`src/rtl/count_dir_ctrl_if.sv`:
```
// Button/prescaler control bundle between the stimulus side and count_dir_ctrl.
// The master drives the button, enable and counter feedback; the slave returns the direction, tick and press pulses.
interface count_dir_ctrl_if;
    logic       btn_i;
    logic       en_i;
    logic [3:0] count_i;
    logic       sel_o;
    logic       tick_o;
    logic       press_o;

    modport master (
        output btn_i, en_i, count_i,
        input  sel_o, tick_o, press_o
    );

    modport slave (
        input  btn_i, en_i, count_i,
        output sel_o, tick_o, press_o
    );
endinterface

```
`src/rtl/count_dir_ctrl.sv`:
```
// Debounced direction toggle plus count-enable prescaler for an up/down counter; optional COUNT_DIR_AUTO_BOUNCE_EN flips direction at 4'hF/4'h0.
// Latency: press_o DEBOUNCE_CYC+3 cycles after a clean btn_i rise; first tick_o PRESCALE+1 cycles after reset release.
// Backpressure: none; en_i only freezes the prescaler, and every output is a registered pulse or level.
module count_dir_ctrl #(
    parameter int DEBOUNCE_CYC = 16,
    parameter int PRESCALE     = 8
) (
    input logic           clk_i,
    input logic           rst_i,
    count_dir_ctrl_if.slave bus
);
    localparam int DW = $clog2(DEBOUNCE_CYC);
    localparam int PW = $clog2(PRESCALE);
    localparam logic [DW-1:0] DB_LAST = DW'(DEBOUNCE_CYC - 1);
    localparam logic [PW-1:0] PS_LAST = PW'(PRESCALE - 1);

    typedef enum logic [1:0] {IDLE, ARM, HELD, DISARM} state_e;

    logic          sync1_q, sync2_q;
    logic          btn_s;
    state_e        state_q, state_d;
    logic [DW-1:0] dcnt_q, dcnt_d;
    logic          press_q, press_d;
    logic          sel_q, sel_d;
    logic [PW-1:0] pre_q, pre_d;
    logic          wrap_q, wrap_d;
    logic          tick_q;

    always_ff @(posedge clk_i) begin
        if (rst_i) begin
            sync1_q <= 1'b0;
            sync2_q <= 1'b0;
        end else begin
            sync1_q <= bus.btn_i;
            sync2_q <= sync1_q;
        end
    end

    assign btn_s = sync2_q;

    always_ff @(posedge clk_i) begin
        if (rst_i) begin
            state_q <= IDLE;
            dcnt_q  <= '0;
        end else begin
            state_q <= state_d;
            dcnt_q  <= dcnt_d;
        end
    end

    always_comb begin
        state_d = state_q;
        dcnt_d  = dcnt_q;
        case (state_q)
            IDLE: begin
                if (btn_s) begin
                    state_d = ARM;
                    dcnt_d  = '0;
                end
            end
            ARM: begin
                if (!btn_s) begin
                    state_d = IDLE;
                    dcnt_d  = '0;
                end else if (dcnt_q == DB_LAST) begin
                    state_d = HELD;
                    dcnt_d  = '0;
                end else begin
                    dcnt_d = dcnt_q + 1'b1;
                end
            end
            HELD: begin
                if (!btn_s) begin
                    state_d = DISARM;
                    dcnt_d  = '0;
                end
            end
            DISARM: begin
                if (btn_s) begin
                    state_d = HELD;
                    dcnt_d  = '0;
                end else if (dcnt_q == DB_LAST) begin
                    state_d = IDLE;
                    dcnt_d  = '0;
                end else begin
                    dcnt_d = dcnt_q + 1'b1;
                end
            end
            default: begin
                state_d = IDLE;
                dcnt_d  = '0;
            end
        endcase
    end

    // Press is accepted on the ARM->HELD transition; release never pulses.
    always_comb begin
        press_d = (state_q == ARM) && btn_s && (dcnt_q == DB_LAST);
    end

`ifdef COUNT_DIR_AUTO_BOUNCE_EN
    // Limit flips take priority over a coincident press toggle.
    always_comb begin
        sel_d = sel_q;
        if (sel_q && (bus.count_i == 4'hF)) begin
            sel_d = 1'b0;
        end else if (!sel_q && (bus.count_i == 4'h0)) begin
            sel_d = 1'b1;
        end else if (press_d) begin
            sel_d = ~sel_q;
        end
    end
`else
    logic unused_count;
    assign unused_count = ^bus.count_i;

    always_comb begin
        sel_d = sel_q;
        if (press_d) begin
            sel_d = ~sel_q;
        end
    end
`endif

    always_comb begin
        pre_d  = pre_q;
        wrap_d = 1'b0;
        if (bus.en_i) begin
            wrap_d = (pre_q == PS_LAST);
            pre_d  = (pre_q == PS_LAST) ? '0 : pre_q + 1'b1;
        end
    end

    // tick trails the wrap by one cycle so it lands in the cycle after the wrap.
    always_ff @(posedge clk_i) begin
        if (rst_i) begin
            press_q <= 1'b0;
            sel_q   <= 1'b1;
            pre_q   <= '0;
            wrap_q  <= 1'b0;
            tick_q  <= 1'b0;
        end else begin
            press_q <= press_d;
            sel_q   <= sel_d;
            pre_q   <= pre_d;
            wrap_q  <= wrap_d;
            tick_q  <= wrap_q;
        end
    end

    assign bus.sel_o   = sel_q;
    assign bus.tick_o  = tick_q;
    assign bus.press_o = press_q;
endmodule

```
`src/flat_wrapper.sv`:
```
// flat-port wrapper written by rule: the top's interface ports become plain ports
module count_dir_ctrl_flat 
#(
    parameter int DEBOUNCE_CYC = 16,
    parameter int PRESCALE     = 8
)
  (clk_i, rst_i, bus_btn_i, bus_en_i, bus_count_i, bus_sel_o, bus_tick_o, bus_press_o);
  count_dir_ctrl_if bus_i ();
  input logic clk_i;
  input logic rst_i;
  input wire logic [$bits(bus_i.btn_i)-1:0] bus_btn_i;
  input wire logic [$bits(bus_i.en_i)-1:0] bus_en_i;
  input wire logic [$bits(bus_i.count_i)-1:0] bus_count_i;
  output wire logic [$bits(bus_i.sel_o)-1:0] bus_sel_o;
  output wire logic [$bits(bus_i.tick_o)-1:0] bus_tick_o;
  output wire logic [$bits(bus_i.press_o)-1:0] bus_press_o;
  assign bus_i.btn_i = bus_btn_i;
  assign bus_i.en_i = bus_en_i;
  assign bus_i.count_i = bus_count_i;
  assign bus_sel_o = bus_i.sel_o;
  assign bus_tick_o = bus_i.tick_o;
  assign bus_press_o = bus_i.press_o;
  count_dir_ctrl #(.DEBOUNCE_CYC(DEBOUNCE_CYC), .PRESCALE(PRESCALE)) u_core (.clk_i(clk_i), .rst_i(rst_i), .bus(bus_i));
endmodule
```
`config.mk`:
```
export PLATFORM = sky130hd
export DESIGN_NAME = count_dir_ctrl_flat
export DESIGN_NICKNAME = d
export VERILOG_FILES = /design/src/rtl/count_dir_ctrl_if.sv /design/src/rtl/count_dir_ctrl.sv /design/src/flat_wrapper.sv
export SDC_FILE = /design/constraint.sdc
export NUM_CORES = 1
export LEC_CHECK = 0
export CORE_UTILIZATION = 31
export CTS_CLUSTER_DIAMETER = 200
export CTS_CLUSTER_SIZE = 24
export DETAILED_ROUTE_END_ITERATION = 8
export SLEW_MARGIN = 40
export SYNTH_ARGS = -nofsm -noshare
export SYNTH_HDL_FRONTEND = slang
export SYNTH_SLANG_ARGS = --single-unit
```
`constraint.sdc`:
```
create_clock -name clk_i -period 2.7 [get_ports clk_i]
set_input_delay 0.27 -clock clk_i [delete_from_list [all_inputs] [get_ports clk_i]]
set_output_delay 0.27 -clock clk_i [all_outputs]
set_load 0.01 [all_outputs]
```
Word-level counts from Yosys, hierarchy flattened

Index checks and enable logic that the tools add are counted.

Register bits: 15
Bits of input ports: 8
Output and inout port bits: 3
Logic and storage cells: 42

Add/sub/neg operators: 2
Eq/ne operators: 9
Mux-type cells: 14
Bitwise logic cells: 2
Reduce and logical (&&, ||, !) cells: 6

Operator list:

| operator                                             | count |
|---|---|
| 2-to-1 mux 4 bit                                     | 5 |
| case mux 4 bit (4 select lines)                      | 1 |
| 2-to-1 mux 2 bit                                     | 6 |
| case mux 2 bit (4 select lines)                      | 1 |
| adder 4 x 1 -> 4 bit (second input constant)         | 1 |
| equality test 2 bit (second input constant)          | 2 |
| equality test 4 bit (second input constant)          | 1 |
| AND reduction 4 bit                                  | 1 |
| adder 3 x 1 -> 3 bit (second input constant)         | 1 |
| equality test 3 bit (second input constant)          | 1 |
| 2-to-1 mux 3 bit                                     | 1 |
| != test 3 x 1 -> 1 bit (second input constant)       | 1 |
| != test 3 bit (second input constant)                | 1 |
| equality test 2 x 1 -> 1 bit (second input constant) | 1 |
| logical AND 1 bit                                    | 2 |
| zero test 2 bit                                      | 1 |
| != test 2 x 1 -> 1 bit (second input constant)       | 1 |
| != test 2 bit (second input constant)                | 1 |
| inverter 1 bit                                       | 2 |
| AND reduction 2 bit                                  | 1 |
| OR reduction 2 bit                                   | 1 |

Longest topological paths before layout

Gate-level depths: netlist of run 1.

Word-level depth: 4
Depth in mapped cells: 5
Gate-level depth less buffers: 5

Least setup slack after synthesis of run 1

OpenSTA, ideal clock, no wires.

Path type: reg-to-reg
Start point: register u_core.dcnt_q[0]
End point: register u_core.sel_q, in the netlist u_core.bus.sel_o
Library setup time: 0.127 ns
Data arrival time: 1.169 ns
Required time: 2.573 ns
Path slack: 1.404 ns
Stages on the path, launching flop included: 5
Path buffers: 0
Period minus slack after synthesis: 1.296 ns
Cells stage by stage: dfxtp_1 -> ha_1 -> nand4_4 -> o21ai_1 -> or3b_1

Cells in the longest elaborated chain, start to end: 2

RTL lines:

| item                   | line                  | source |
|---|---|---|
| start, declared        | count_dir_ctrl.sv:22  | `logic [DW-1:0] dcnt_q, dcnt_d;` |
| start signal, assigned | count_dir_ctrl.sv:47  | `dcnt_q <= dcnt_d;` |
| equality test 4 bit    | count_dir_ctrl.sv:98  | `press_d = (state_q == ARM) && btn_s && (dcnt_q == DB_LAST);` |
| logical AND 1 bit      | count_dir_ctrl.sv:98  |  |
| end signal, assigned   | count_dir_ctrl.sv:144 | `sel_q <= sel_d;` |
| end, declared          | count_dir_ctrl.sv:24  | `logic sel_q, sel_d;` |

Every way passes these cells.
A chain may end at the register's enable or synchronous reset.

Worst setup path in the final report of run 1

Start point: register u_core.sel_q, in the netlist u_core.bus.sel_o
End point: output port bus_sel_o

RTL lines:

| item          | line               | source |
|---|---|---|
| end, declared | flat_wrapper.sv:14 | `output wire logic [$bits(bus_i.sel_o)-1:0] bus_sel_o;` |

No word-level cell between the ends.

==> results of run 1 <==
[cell families after synthesis]
group           Yosys count  synth area share [%]
xor+xnor                  4                 5.669
flops                    15                 48.58
mux                       2                 3.239
compound gates            7                 5.666
fa+ha+maj                 3                 6.074
simple gates             27                 29.56
buf+inv                   2                 1.213
[placed cells by master, fill, tap and decap left out, drive strengths merged, types with 3 or more instances in the layout]
cell type / synthesis / routed
a21oi: 5 / 5
nand3: 4 / 4
nor2b: 3 / 3
xor2: 3 / 3
clkbuf: 1 / 4
nor2: 4 / 4
ha: 3 / 3
nand3b: 5 / 5
dfxtp: 15 / 15
clkdlybuf4s50: 0 / 6
[stage by stage]
step / hold WS [ps] / area (um^2) / setup WS [ps] / utilization, %
after floorplan: 341.6 / 618.1 / 1404 / -
after global placement: 419.2 / 705.7 / 988.3 / 39.17
after detailed placement: 432.3 / 705.7 / 992.5 / 39.17
after CTS: 453.3 / 732.0 / 1244 / 40.63
after global routing: 456.5 / 732.0 / 1195 / 40.63
final: 443.2 / 732.0 / 1254 / 40.63
[layout make-up]
type | count | area [um^2] | share of cell area (%)
multi-input cells | 43 | 310.3 | 42.39
flip-flops and latches | 15 | 300.3 | 41.03
repair buffers | 6 | 60.06 | 8.205
inverters | 1 | 3.754 | 0.5128
clock buffers | 4 | 26.28 | 3.590
well taps | 25 | 31.28 | 4.274
[worst paths after layout]
| kind | slack (ps) | to | startpoint |
|---|---|---|---|
| hold reg to reg | 440 | u_core.btn_s | u_core.sync1_q |
| setup / recovery | 1250 | bus_sel_o | u_core.bus.sel_o |
| hold / removal | 440 | u_core.btn_s | u_core.sync1_q |
| setup reg to reg | 1340 | u_core.bus.sel_o | u_core.dcnt_q[0] |
[registers in the layout (all words and copies together) (netlist names), named ones only]
register and flops:
u_core.pre_q 3, u_core.btn_s 1, u_core.bus.tick_o 1, u_core.wrap_q 1
u_core.bus.press_o 1, u_core.state_q 1, u_core.dcnt_q 4, u_core.bus.sel_o 1
u_core.sync1_q 1
[report_power, final]
part | internal, mW | switching, mW | total, mW | leakage [nW]
registers | 0.225 | 0.00340 | 0.229 | 0.122
logic | 0.00999 | 0.00919 | 0.0192 | 0.158
clock network | 0.0574 | 0.0710 | 0.128 | 0.0150
[per-layer routing]
| layer | GRT usage (%) | up-vias | wire length, um |
|---|---|---|---|
| li1 | - | 230 | - |
| met1 | 13.15 | 202 | 447 |
| met2 | 14.17 | 8 | 390 |
| met3 | 6.275 | 2 | 50 |
| met4 | 3.429 | 0 | 6 |
| met5 | 0 | - | 0 |
==> results.toml, run 1 <==
[die]
core_mm2 = 0.001802
chipWidth_um = 46.65
row_count = 15
io_pins = 11
fp.dieH_um = 46.65
initial_core_util_pct = 34.31
die_area_mm2 = 0.002176

[worst_setup_path]
start_kind = "register"
timing.critical_path.buf_inv = 1
path_cells = "clkdlybuf4s50_1"
crit_fanout = 3
required_ps = 2430
crit_path_max_incr_delay_ps = 540
critPathArrivalTime_ps = 1180
endpoint_kind = "primary output"
slowest_stage = "clkdlybuf4s50_1"
worstSetupPathType = "register to primary output"
rr_worst_depth = 4
cp_num_cells = 1
critPathTopFamily = "buffers and inverters"

[finish]
areaGrowthSynthToFinish_pct = 18.42
layout-drive-gt1-share_pct = 7.246
num_antenna_cells = 0
n_fill_cell = 188
nets = 81
layoutNonFillerInstCount = 94

[drt]
routedWlPerCell_um = 9.521
vias = 442
drt_iter0_drc = 2
route.detailed.drc = 0
wirelength_um = 895
vias_per_cell = 4.702
ant_nets = 0
dr.pass1.iters = 4

[synth]
synth_warnings = 0
synth_top_area_share_pct = 48.58
ys_seq_area_share_pct = 48.58
synthFlopType = "dfxtp_1"
synth_common_cells = "15 x dfxtp_1, 5 x a21oi_1, 5 x nand3b_1, 4 x nand3_1, 4 x nor2_1"
syn_area_per_cell_um2 = 10.30
yosys.cell_count.top_type = "dfxtp_1"
ys_top_cells_by_area = "dfxtp_1 49%, ha_1 6.1%, nand3b_1 6.1%"
synth-seq-cells = 15
synth_edf_count = 0
syn-num-nets = 71
async_reset_ff_share_pct = 0
syn_area_um2 = 618.1
synthCells = 60
yosysTopAreaCell = "dfxtp_1"
yosysUniqueCellTypes = 23

[timing]
fin_crit_ps = 1446
setup_viol = 0
finalCritPeriodShare_pct = 53.54
hold_viol_final = 0
relSlewSlack_pct = 64.71
rsz0062_at_grt = "no"
setup_tns_ps = 0
tightest_slew_ps = 527.7
finalClockSkew_ps = 3.125
slew_viol_final = 0
fmax_mhz = 691.7

[place]
dp_hpwl_um = 618.3
post-place-cells = 90
place_congestion = 0.7075
io_buffer_count = 6

[clock_tree]
path_clk_slew_ps = 90
clk_path_buf_depth = 2
tritoncts = "built"
cts-buffers-inserted = 3
clock_latency_ps = 280
post_cts_buffers = 0
cts.sinks = 15
htreeDepth = 1
cts_resized = 0
cts-hold-fix-buffers = 0
cts_root_buffer = "clkbuf_4"

[global_routing]
grt_pass1_wl_um = 1531
antenna_found_initial = 0
gr-usage-all-layers_pct = 10.31
grt_pass1_vias = 361
grt_max_degree = 17
gr-total-overflow = 0

[power_and_ir_drop]
powerDensity_mw_per_mm2 = 513.9
ir_worst_vdd_v = 0.0003420
finalPower_mw = 0.3762
power_leakage_nw = 0.2952

[run]
maxCapViolCount = 0

[hold_path]
hold_class = "register to register"
holdPathStages = 1

[outcome]
status = "finished, final reports clean"
No activity file was read; power rests on OpenSTA's default activity.
==> inputs of run 2 (changes only) <==
clock period = 1.35 ns   (was 2.7 ns; I/O delays follow)
==> run 2 against run 1 <==
Via count rose by 2.5%. Clock power grew 99%. Largest cell class unchanged. Power rose by 100%. Critical path type is now register to register. Sequential cell count did not move. Clock-buffer cell count decreased by 1. Combinational power up 120%. Clock skew is 1.4 ps lower. Worst hold slack worse by 38 ps. Cell count up 5.3%. Die area unchanged. Core utilization is 2.6 points higher.
==> results.toml, run 2 (synthesis gave the netlist of run 1 again) <==
[drt]
vias = 453
ant_nets = 0
routedWlPerCell_um = 9.636
route.detailed.drc = 0
drt_iter0_drc = 0
wirelength_um = 954
vias_per_cell = 4.576
dr.pass1.iters = 1

[timing]
relSlewSlack_pct = 71.15
hold_viol_final = 0
rsz0062_at_grt = "yes"
setup_tns_ps = 0
finalCritPeriodShare_pct = 93.26
finalClockSkew_ps = 1.732
fmax_mhz = 794.3
tightest_slew_ps = 431.3
hold_ws_ps = 404.8
fin_crit_ps = 1259
slew_viol_final = 0
setup_viol = 0

[outcome]
status = "finished, final reports clean"

[global_routing]
gr-total-overflow = 0
grt_max_degree = 10
grt_pass1_vias = 367
antenna_found_initial = 0
grt_pass1_wl_um = 1600
gr-usage-all-layers_pct = 10.82

[run]
maxCapViolCount = 0

[clock_tree]
cts.sinks = 15
cts_root_buffer = "clkbuf_4"
cts-buffers-inserted = 3
tritoncts = "built"
path_clk_slew_ps = 90
post_cts_buffers = 0
clock_latency_ps = 280
clk_path_buf_depth = 2
cts-hold-fix-buffers = 0
htreeDepth = 1
cts_resized = 0

[worst_setup_path]
timing.rr.start = "u_core.dcnt_q[0]"
critPathArrivalTime_ps = 1430
start_kind = "register"
crit_fanout = 4
required_ps = 1520
startpoint = "u_core.dcnt_q[0]"
worstSetupPathType = "register to register"
endpoint_kind = "register"

[die]
core_mm2 = 0.001802
io_pins = 11
fp.dieH_um = 46.65
initial_core_util_pct = 34.31
die_area_mm2 = 0.002176
row_count = 15
chipWidth_um = 46.65

[hold_path]
hold_class = "input port to register"
min_from = "bus_btn_i"

[finish]
final_cell_mix = "13 x dfxtp_1, 5 x nand3b_1, 5 x a21oi_1, 5 x clkdlybuf4s50_1, 5 x buf_4"
layoutNonFillerInstCount = 99
reg_top3 = "u_core.dcnt_q: 4 flops, u_core.pre_q: 3 flops"
areaGrowthSynthToFinish_pct = 25.91
nets = 86
n_fill_cell = 193
largest_reg_flops = 4
final_common_cell = "dfxtp_1"
largest_register = "u_core.dcnt_q"
layout-drive-gt1-share_pct = 18.92
final_area_um2 = 778.2
num_antenna_cells = 0

[power_and_ir_drop]
power_leakage_nw = 0.3200
powerDensity_mw_per_mm2 = 970.5
ir_worst_vdd_v = 0.0006525

[place]
io_buffer_count = 6
dpl_cell_area_um2 = 743.2
dp_hpwl_um = 683.6
place_congestion = 0.6524
post-place-cells = 95
## run 2: cell types whose count changed in the layout (fill, tap and decap cells not counted), sizes merged
| cell | change |
|---|---|
| buf | +5 |
| clkbuf | -1 |
| clkdlybuf4s50 | -1 |
| clkinv | +1 |
| dlymetal6s2s | +1 |
## run 2: area by class of cell
| cell class | count | area [um^2] | share of cell area [%] |
|---|---|---|---|
| clock buffers | 3 | 22.52 | 2.894 |
| clock inverters | 1 | 5.005 | 0.6431 |
| inverters | 1 | 3.754 | 0.4823 |
| multi-input cells | 43 | 312.8 | 40.19 |
| flip-flops and latches | 15 | 302.8 | 38.91 |
| well taps | 25 | 31.28 | 4.019 |
| repair buffers | 11 | 100.1 | 12.86 |
## run 2: per-layer routing
layer | routed length (um) | global-route usage, % | up-vias
met4 | 0 | 1.714 | 0
li1 | - | - | 237
met5 | 0 | 0 | -
met3 | 63 | 7.059 | 0
met1 | 446 | 13.48 | 206
met2 | 445 | 15.83 | 10
## run 2: power by group
group / leakage (nW) / switching [mW] / internal [mW]
registers: 0.123 / 0.00683 / 0.450
clock network: 0.0177 / 0.145 / 0.110
logic: 0.179 / 0.0195 / 0.0236
## run 2: final timing paths
check                           slack, ps  depth (start not counted)          endpoint
worst max-delay path                   90                          4  u_core.bus.sel_o
worst min-delay path                  400                          2    u_core.sync1_q
worst max register to register         90                          4  u_core.bus.sel_o
worst min register to register        440                          1      u_core.btn_s
## run 2: through the flow
stage	power, mW	setup WS (ps)	util, %
3_3_place_gp	0.5103	65.30	41.25
6_report	0.7553	90.96	43.19
4_1_cts	0.7722	23.16	42.78
5_1_grt	0.7896	-9.855	43.19
2_1_floorplan	0.4892	54.05	-
3_5_place_dp	0.5113	48.02	41.25
## run 2: critical path: stages, from the launching register on
cell and delay, ps:
dfxtp_2 360, ha_2 210, nand4_4 110, o21ai_1 140
or3b_1 340
